<file path="config.mk">
export PLATFORM = sky130hd
export DESIGN_NAME = mvm_lanes
export DESIGN_NICKNAME = d
export VERILOG_FILES = /design/src/rtl/mvm_lanes_pkg.sv /design/src/rtl/mvm_lanes_mac_lane.sv /design/src/rtl/mvm_lanes.sv
export SDC_FILE = /design/constraint.sdc
export NUM_CORES = 1
export LEC_CHECK = 0
export BUFFER_PORTS_ARGS = -buffer_cell sky130_fd_sc_hd__buf_4
export CAP_MARGIN = 20
export CORE_MARGIN = 8
export CORE_UTILIZATION = 59
export CTS_CLUSTER_SIZE = 12
export DETAILED_ROUTE_END_ITERATION = 16
export PLACE_DENSITY = 0.87
export RECOVER_POWER = 50
export SYNTH_ARGS = -nofsm -noshare
export SYNTH_HDL_FRONTEND = slang
export SYNTH_SLANG_ARGS = --single-unit
</file>
<file path="constraint.sdc">
create_clock -name clk -period 4.8 [get_ports clk]
set_input_delay 0.72 -clock clk [delete_from_list [all_inputs] [get_ports clk]]
set_output_delay 0.72 -clock clk [all_outputs]
set_load 0.01 [all_outputs]
</file>
<file path="src/rtl/mvm_lanes_pkg.sv">
// Shared types and arithmetic helpers for the lane-parallel matrix-vector multiplier.
package mvm_pkg;

  typedef enum logic [2:0] {LOAD_A, LOAD_X, COMPUTE, FLUSH, OUTPUT} state_e;

  // Wide enough that N full-scale products never overflow the accumulator.
  function automatic int acc_w(input int in_w, input int n);
    return 2 * in_w + $clog2(n) + 1;
  endfunction

  // Returns {ovf, value}; the caller keeps the low out_w bits of value.
  function automatic logic [64:0] sat_wrap(input logic signed [63:0] v, input int out_w,
                                           input bit sat);
    logic signed [63:0] hi;
    logic signed [63:0] lo;
    logic signed [63:0] r;
    logic               ovf;
    hi  = (64'sd1 <<< (out_w - 1)) - 64'sd1;
    lo  = -hi - 64'sd1;
    ovf = (v > hi) || (v < lo);
    r   = v;
    if (sat && (v > hi)) r = hi;
    else if (sat && (v < lo)) r = lo;
    return {ovf, r};
  endfunction

endpackage

</file>
<file path="src/rtl/mvm_lanes_mac_lane.sv">
// One multiply-accumulate lane: signed multiplier, optional product register,
// accumulator that restarts on the first column of each row.
module mvm_mac_lane
  import mvm_pkg::*;
#(
  parameter int IN_W     = 8,
  parameter int ACC_W    = 19,
  parameter int PIPE_MUL = 1
) (
  input  logic             clk,
  input  logic             reset,
  input  logic             valid_i,
  input  logic             clr_i,
  input  logic             last_i,
  input  logic [IN_W-1:0]  a_i,
  input  logic [IN_W-1:0]  x_i,
  output logic [ACC_W-1:0] acc_o,
  output logic             done_o
);

  logic signed [2*IN_W-1:0] prod;
  logic signed [2*IN_W-1:0] st_prod;
  logic                     st_valid;
  logic                     st_clr;
  logic                     st_last;
  logic signed [ACC_W-1:0]  acc_q;
  logic signed [ACC_W-1:0]  acc_d;
  logic signed [ACC_W-1:0]  prod_ext;

  assign prod = $signed(a_i) * $signed(x_i);

  generate
    if (PIPE_MUL != 0) begin : g_pipe
      logic signed [2*IN_W-1:0] prod_q;
      logic                     valid_q;
      logic                     clr_q;
      logic                     last_q;
      always_ff @(posedge clk) begin
        if (reset) begin
          prod_q  <= '0;
          valid_q <= 1'b0;
          clr_q   <= 1'b0;
          last_q  <= 1'b0;
        end else begin
          prod_q  <= prod;
          valid_q <= valid_i;
          clr_q   <= clr_i;
          last_q  <= last_i;
        end
      end
      assign st_prod  = prod_q;
      assign st_valid = valid_q;
      assign st_clr   = clr_q;
      assign st_last  = last_q;
    end else begin : g_comb
      assign st_prod  = prod;
      assign st_valid = valid_i;
      assign st_clr   = clr_i;
      assign st_last  = last_i;
    end
  endgenerate

  assign prod_ext = {{(ACC_W - 2*IN_W){st_prod[2*IN_W-1]}}, st_prod};
  assign acc_d    = st_clr ? prod_ext : acc_q + prod_ext;

  always_ff @(posedge clk) begin
    if (reset) acc_q <= '0;
    else if (st_valid) acc_q <= acc_d;
  end

  // The completed row sum is taken from acc_d so it lands in the same edge it finishes.
  assign acc_o  = acc_d;
  assign done_o = st_valid && st_last;

endmodule

</file>
<file path="src/rtl/mvm_lanes.sv">
// Streaming y = A*x engine: loads A then x over one valid/ready port, computes with
// LANES parallel MAC lanes, then streams the M results out with backpressure.
module mvm_lanes
  import mvm_pkg::*;
#(
  parameter int M        = 4,
  parameter int N        = 4,
  parameter int LANES    = 1,
  parameter int IN_W     = 8,
  parameter int OUT_W    = 16,
  parameter int PIPE_MUL = 1,
  parameter int SAT      = 1
) (
  input  logic             clk,
  input  logic             reset,
  input  logic             s_valid,
  output logic             s_ready,
  input  logic [IN_W-1:0]  s_data,
  output logic             m_valid,
  input  logic             m_ready,
  output logic [OUT_W-1:0] m_data,
  output logic             m_ovf,
  output logic             busy
);

  localparam int G     = M / LANES;
  localparam int DEPTH = G * N;
  localparam int ACC_W = acc_w(IN_W, N);
  localparam int AW    = (DEPTH > 1) ? $clog2(DEPTH) : 1;
  localparam int CW    = (N > 1) ? $clog2(N) : 1;
  localparam int LW    = (LANES > 1) ? $clog2(LANES) : 1;
  localparam int YW    = (M > 1) ? $clog2(M) : 1;

  localparam logic [CW-1:0] COL_LAST  = CW'(N - 1);
  localparam logic [LW-1:0] LANE_LAST = LW'(LANES - 1);
  localparam logic [AW-1:0] BASE_LAST = AW'((G - 1) * N);
  localparam logic [YW-1:0] Y_LAST    = YW'(M - 1);
  localparam logic          FL_LAST   = 1'(PIPE_MUL);

  state_e        state_q;
  logic          s_ready_q, m_valid_q, busy_q;
  logic [CW-1:0] ld_col_q, cp_col_q;
  logic [LW-1:0] ld_lane_q;
  logic [AW-1:0] ld_base_q, cp_base_q;
  logic          fl_cnt_q;
  logic [YW-1:0] out_idx_q, wr_base_q;
  logic          iss_v_q, iss_clr_q, iss_last_q;
  logic          s_acc;
  logic [AW-1:0] wr_addr, rd_addr;

  logic [IN_W-1:0]  xmem [N];
  logic [IN_W-1:0]  x_rd_q;
  logic [OUT_W-1:0] y_q [M];
  logic [M-1:0]     yovf_q;

  logic [LANES-1:0][ACC_W-1:0] lane_acc;
  logic [LANES-1:0]            lane_done;
  logic [LANES-1:0][OUT_W-1:0] res;
  logic [LANES-1:0]            res_ovf;
  logic                        grp_done;

  assign s_acc   = s_valid && s_ready_q;
  assign wr_addr = ld_base_q + AW'(ld_col_q);
  assign rd_addr = cp_base_q + AW'(cp_col_q);

  always_ff @(posedge clk) begin
    if (state_q == LOAD_X && s_acc) xmem[ld_col_q] <= s_data;
    x_rd_q <= xmem[cp_col_q];
  end

  // Lane gi owns rows gi, gi+LANES, ... so each lane reads its own bank in lockstep.
  generate
    for (genvar gi = 0; gi < LANES; gi++) begin : g_lane
      logic [IN_W-1:0] bank [DEPTH];
      logic [IN_W-1:0] a_rd_q;
      logic [64:0]     sw;
      logic            lane_unused;

      always_ff @(posedge clk) begin
        if (state_q == LOAD_A && s_acc && ld_lane_q == LW'(gi)) bank[wr_addr] <= s_data;
        a_rd_q <= bank[rd_addr];
      end

      mvm_mac_lane #(
        .IN_W    (IN_W),
        .ACC_W   (ACC_W),
        .PIPE_MUL(PIPE_MUL)
      ) u_lane (
        .clk    (clk),
        .reset  (reset),
        .valid_i(iss_v_q),
        .clr_i  (iss_clr_q),
        .last_i (iss_last_q),
        .a_i    (a_rd_q),
        .x_i    (x_rd_q),
        .acc_o  (lane_acc[gi]),
        .done_o (lane_done[gi])
      );

      assign sw          = sat_wrap(64'($signed(lane_acc[gi])), OUT_W, SAT != 0);
      assign res[gi]     = sw[OUT_W-1:0];
      assign res_ovf[gi] = sw[64];
      assign lane_unused = ^sw[63:OUT_W];
    end
  endgenerate

  assign grp_done = &lane_done;

  always_ff @(posedge clk) begin
    if (reset || (state_q != COMPUTE && state_q != FLUSH)) wr_base_q <= '0;
    else if (grp_done) wr_base_q <= wr_base_q + YW'(LANES);
  end

  always_ff @(posedge clk) begin
    if (grp_done) begin
      for (int l = 0; l < LANES; l++) begin
        y_q[YW'(int'(wr_base_q) + l)]    <= res[l];
        yovf_q[YW'(int'(wr_base_q) + l)] <= res_ovf[l];
      end
    end
  end

  always_ff @(posedge clk) begin
    if (reset) begin
      state_q    <= LOAD_A;
      s_ready_q  <= 1'b0;
      m_valid_q  <= 1'b0;
      busy_q     <= 1'b0;
      ld_col_q   <= '0;
      ld_lane_q  <= '0;
      ld_base_q  <= '0;
      cp_col_q   <= '0;
      cp_base_q  <= '0;
      fl_cnt_q   <= 1'b0;
      out_idx_q  <= '0;
      iss_v_q    <= 1'b0;
      iss_clr_q  <= 1'b0;
      iss_last_q <= 1'b0;
    end else begin
      iss_v_q    <= (state_q == COMPUTE);
      iss_clr_q  <= (cp_col_q == '0);
      iss_last_q <= (cp_col_q == COL_LAST);
      case (state_q)
        LOAD_A: begin
          s_ready_q <= 1'b1;
          if (s_acc) begin
            if (ld_col_q == COL_LAST) begin
              ld_col_q <= '0;
              if (ld_lane_q == LANE_LAST) begin
                ld_lane_q <= '0;
                if (ld_base_q == BASE_LAST) begin
                  ld_base_q <= '0;
                  state_q   <= LOAD_X;
                end else begin
                  ld_base_q <= ld_base_q + AW'(N);
                end
              end else begin
                ld_lane_q <= ld_lane_q + LW'(1);
              end
            end else begin
              ld_col_q <= ld_col_q + CW'(1);
            end
          end
        end
        LOAD_X: begin
          if (s_acc) begin
            if (ld_col_q == COL_LAST) begin
              ld_col_q  <= '0;
              cp_col_q  <= '0;
              cp_base_q <= '0;
              s_ready_q <= 1'b0;
              busy_q    <= 1'b1;
              state_q   <= COMPUTE;
            end else begin
              ld_col_q <= ld_col_q + CW'(1);
            end
          end
        end
        COMPUTE: begin
          if (cp_col_q == COL_LAST) begin
            cp_col_q <= '0;
            if (cp_base_q == BASE_LAST) begin
              fl_cnt_q <= 1'b0;
              state_q  <= FLUSH;
            end else begin
              cp_base_q <= cp_base_q + AW'(N);
            end
          end else begin
            cp_col_q <= cp_col_q + CW'(1);
          end
        end
        FLUSH: begin
          if (fl_cnt_q == FL_LAST) begin
            m_valid_q <= 1'b1;
            out_idx_q <= '0;
            state_q   <= OUTPUT;
          end else begin
            fl_cnt_q <= 1'b1;
          end
        end
        OUTPUT: begin
          if (m_valid_q && m_ready) begin
            if (out_idx_q == Y_LAST) begin
              m_valid_q <= 1'b0;
              s_ready_q <= 1'b1;
              busy_q    <= 1'b0;
              out_idx_q <= '0;
              state_q   <= LOAD_A;
            end else begin
              out_idx_q <= out_idx_q + YW'(1);
            end
          end
        end
        default: state_q <= LOAD_A;
      endcase
    end
  end

  assign s_ready = s_ready_q;
  assign m_valid = m_valid_q;
  assign busy    = busy_q;
  assign m_data  = m_valid_q ? y_q[out_idx_q] : '0;
  assign m_ovf   = m_valid_q & yovf_q[out_idx_q];

endmodule

</file>
==> flow_summary.json <==
{
  "status": "complete, but fails checks",
  "failed_checks": "max-capacitance violations, max-slew violations",
  "wl_per_cell_um": 21.17,
  "critPathMaxFanout": 9,
  "clock_path_buffers": 3,
  "yosysWarnings": 0,
  "synth_fp_nets": 1216,
  "clk_pin_slew_ps": 60,
  "cts_buffers": 29,
  "tightest_slew_ps": 1803,
  "postRouteAntennaNets": 0,
  "vias": 8777,
  "synth_ff_type": "edfxtp_1",
  "drive_gt1_share_pct": 13.15,
  "die_area_mm2": 0.03115,
  "synth-seq-cells": 306,
  "slew_violations": 34,
  "holdBufCountCts": 0,
  "post-cts-setup-buffer-count": 0,
  "remaining_drc_errors": 0,
  "synthArstFlopShare_pct": 0,
  "setup.worst_path.start": "x_rd_q[7]$_DFF_P_",
  "switchingPower_mw": 2.521,
  "p_seq_share_pct": 40.3,
  "reg2regPathDepth": 15,
  "required_ps": 5220,
  "rows": 58,
  "p_sw_share_pct": 32.17,
  "diodes": 0,
  "hold_violations": 0,
  "fin_skew_ps": 14.86,
  "fmax_ghz": 0.2212,
  "intPower_mw": 5.315,
  "pwr_density_cell_mw_per_mm2": 474.0,
  "fin_nets": 1241,
  "path_class": "reg2reg",
  "setup_viol": 0,
  "grt_usage_pct": 19.71,
  "clock-root-buffer": "clkbuf_16",
  "p_comb_share_pct": 33.1,
  "pin_count": 32,
  "area_delta_synth_final_pct": 8.759,
  "die_x_um": 176.5,
  "io_buffer_count": 31,
  "whs_ps": 476.8,
  "fin_crit_sh_pct": 94.19,
  "p_total_mw": 7.836,
  "synth.yosys.seq_area_share_pct": 55.32,
  "synth_top_cell_area_share_pct": 45.04,
  "fp.dieH_um": 176.5,
  "yosysTopAreaCell": "edfxtp_1",
  "r2r_slack_ps": 280,
  "crit_end": "g_lane[0].u_lane.g_pipe.prod_q[15]$_SDFF_PP0_",
  "clock-sinks": 306,
  "hpwl_mm": 20.63,
  "vias_per_cell": 5.999,
  "rsz0062_at_grt": "no",
  "hold_path_startpoint": "iss_v_q$_SDFF_PP0_",
  "synth.avg_cell_area_um2": 14.01,
  "worstPathArrival_ps": 4940,
  "dr.pass1.iters": 5,
  "period_minus_slack_ps": 4521,
  "fillers": 1703,
  "h-tree-depth": 1,
  "postPlaceCellArea_mm2": 0.01569,
  "wirelength_mm": 30.97,
  "synthTopCellsByArea": "edfxtp_1 45%, dfxtp_1 10%, mux4_2 9.6%",
  "cp-start-kind": "register",
  "grt_max_degree": 62,
  "insertion_delay_ps": 550,
  "synth_cell_types": 67,
  "peakVddDrop_uv": 341.1,
  "synthCells": 1085,
  "initial_core_util_pct": 60.19,
  "reg2reg_to": "g_lane[0].u_lane.g_pipe.prod_q[15]$_SDFF_PP0_",
  "antenna_found_initial": 0,
  "timing.max_cap.violations": 1,
  "cts_tree": "built",
  "gp_congestion": 0.8235,
  "fin_setup_tns_ps": 0,
  "grt_pass1_wl_mm": 48.86,
  "power_leakage_nw": 6.082,
  "synth_area_mm2": 0.01520,
  "grt_pass1_vias": 9201,
  "stdcell_area_mm2": 0.01653,
  "hold_path_class": "reg2reg",
  "synth-edff-count": 228,
  "overflow": 0,
  "end_kind": "register",
  "rr_startpoint": "x_rd_q[7]$_DFF_P_",
  "maxSlewHeadroom_pct": -20.17,
  "p_clk_share_pct": 26.6,
  "core_region_area_mm2": 0.02525,
  "drt_first_iter_violations": 867
}
## worst min-delay path by stage
stage / endpoint / slack [ps] / cells after the start
finish: g_lane[0].u_lane.g_pipe.valid_q$_SDFF_PP0_ / 480 / 1
global route: g_lane[0].u_lane.g_pipe.valid_q$_SDFF_PP0_ / 480 / 1
CTS: g_lane[0].u_lane.g_pipe.clr_q$_SDFF_PP0_ / 470 / 1
detailed placement: g_lane[0].u_lane.g_pipe.last_q$_SDFF_PP0_ / 450 / 1
global placement: g_lane[0].u_lane.g_pipe.valid_q$_SDFF_PP0_ / 420 / 1
floorplan: g_lane[0].u_lane.g_pipe.clr_q$_SDFF_PP0_ / 410 / 1
## layout by cell type (no fill, tap or decap), types with 29 or more instances in the layout
master     count
inv_1         92
nor2_1        61
dfxtp_1       76
edfxtp_1     228
clkbuf_16     29
ha_1          63
fa_1          56
mux4_2        65
and2_1        70
nand2_1       51
clkbuf_1      34
## cell type report
type                       instances  area, um^2  share of cell area, %
multi-input combinational        643        6252                  37.82
tap                              330       412.9                  2.498
sequential                       306        8411                  50.88
clock buffer                      53       825.8                  4.995
inverter                          92       345.3                  2.089
clock inverter                     1       20.02                 0.1211
timing repair buffer              38       264.0                  1.597
## layer usage
layer,part of all wire (%),global-route usage [%],vias up
met4,3.4,7.145,0
met5,0,0,-
li1,-,-,4009
met3,5.2,2.628,71
met1,39,23.28,4375
met2,53,36.17,322
## stage by stage
step                      utilization (%)  worst slack (ps)  cells
after detailed placement            62.13             96.60   1408
after global routing                65.46             47.70   1463
after global placement              62.13             255.6   1408
after CTS                           65.48             87.12   1462
final                               65.46             278.8   1463
after floorplan                         -             403.3   1085
## critical path: stages (launching register included)
cell      delay, ps
dfxtp_1         460
nand2b_1        130
fa_1            530
fa_1            550
inv_1            50
fa_1            520
inv_1            50
fa_1            520
inv_1            40
ha_1            320
nand2b_1         90
a21boi_0        120
o41ai_2         290
o21ai_1         160
a31oi_1         200
mux2_2          350
## power groups by stage
stage,registers [mW],clock network (mW),logic (mW)
floorplan,3.17,0,2.02
global placement,3.20,0,2.43
detailed placement,3.21,0,2.54
CTS,3.16,2.09,2.57
global route,3.17,2.20,2.93
finish,3.16,2.09,2.59
## kinds of logic after synthesis
group | synth area share, %
buf+inv | 3.597
xor+xnor | 1.383
compound gates | 6.026
fa+ha+maj | 12.56
flops | 55.32
simple gates | 10.06
mux | 11.06
## repair_timing
| action | CTS | global route |
|---|---|---|
| gates resized for setup | 0 | 4 |
| endpoints found under the setup margin | 0 | 1 |
| hold endpoints to repair | 0 | 0 |
## state kept, by name (all words and copies together), names as in the netlist, 3 cells and up, named ones only
signal / count
g_lane.a_rd_q: 8
g_lane.bank: 128
g_lane.u_lane.acc_q: 19
g_lane.u_lane.g_pipe.prod_q: 16
state_q: 3
x_rd_q: 8
xmem: 32
y_q: 64
yovf_q: 4
## synth_stat cells, drive strengths merged, types with 8 or more instances
library cell  number
xor2               8
fa                56
mux2i             16
and2              72
mux4              65
nand4              9
buf               16
clkbuf            28
xnor2             16
nand2b            10
nor2b             23
and3              15
edfxtp           228
o21ai             25
dfxtp             78
nor3              13
nand2             51
a21o              16
a211oi             9
inv               92
ha                63
a21oi             27
nor2              61
nand3             20
(Power assumes the default switching activity.)
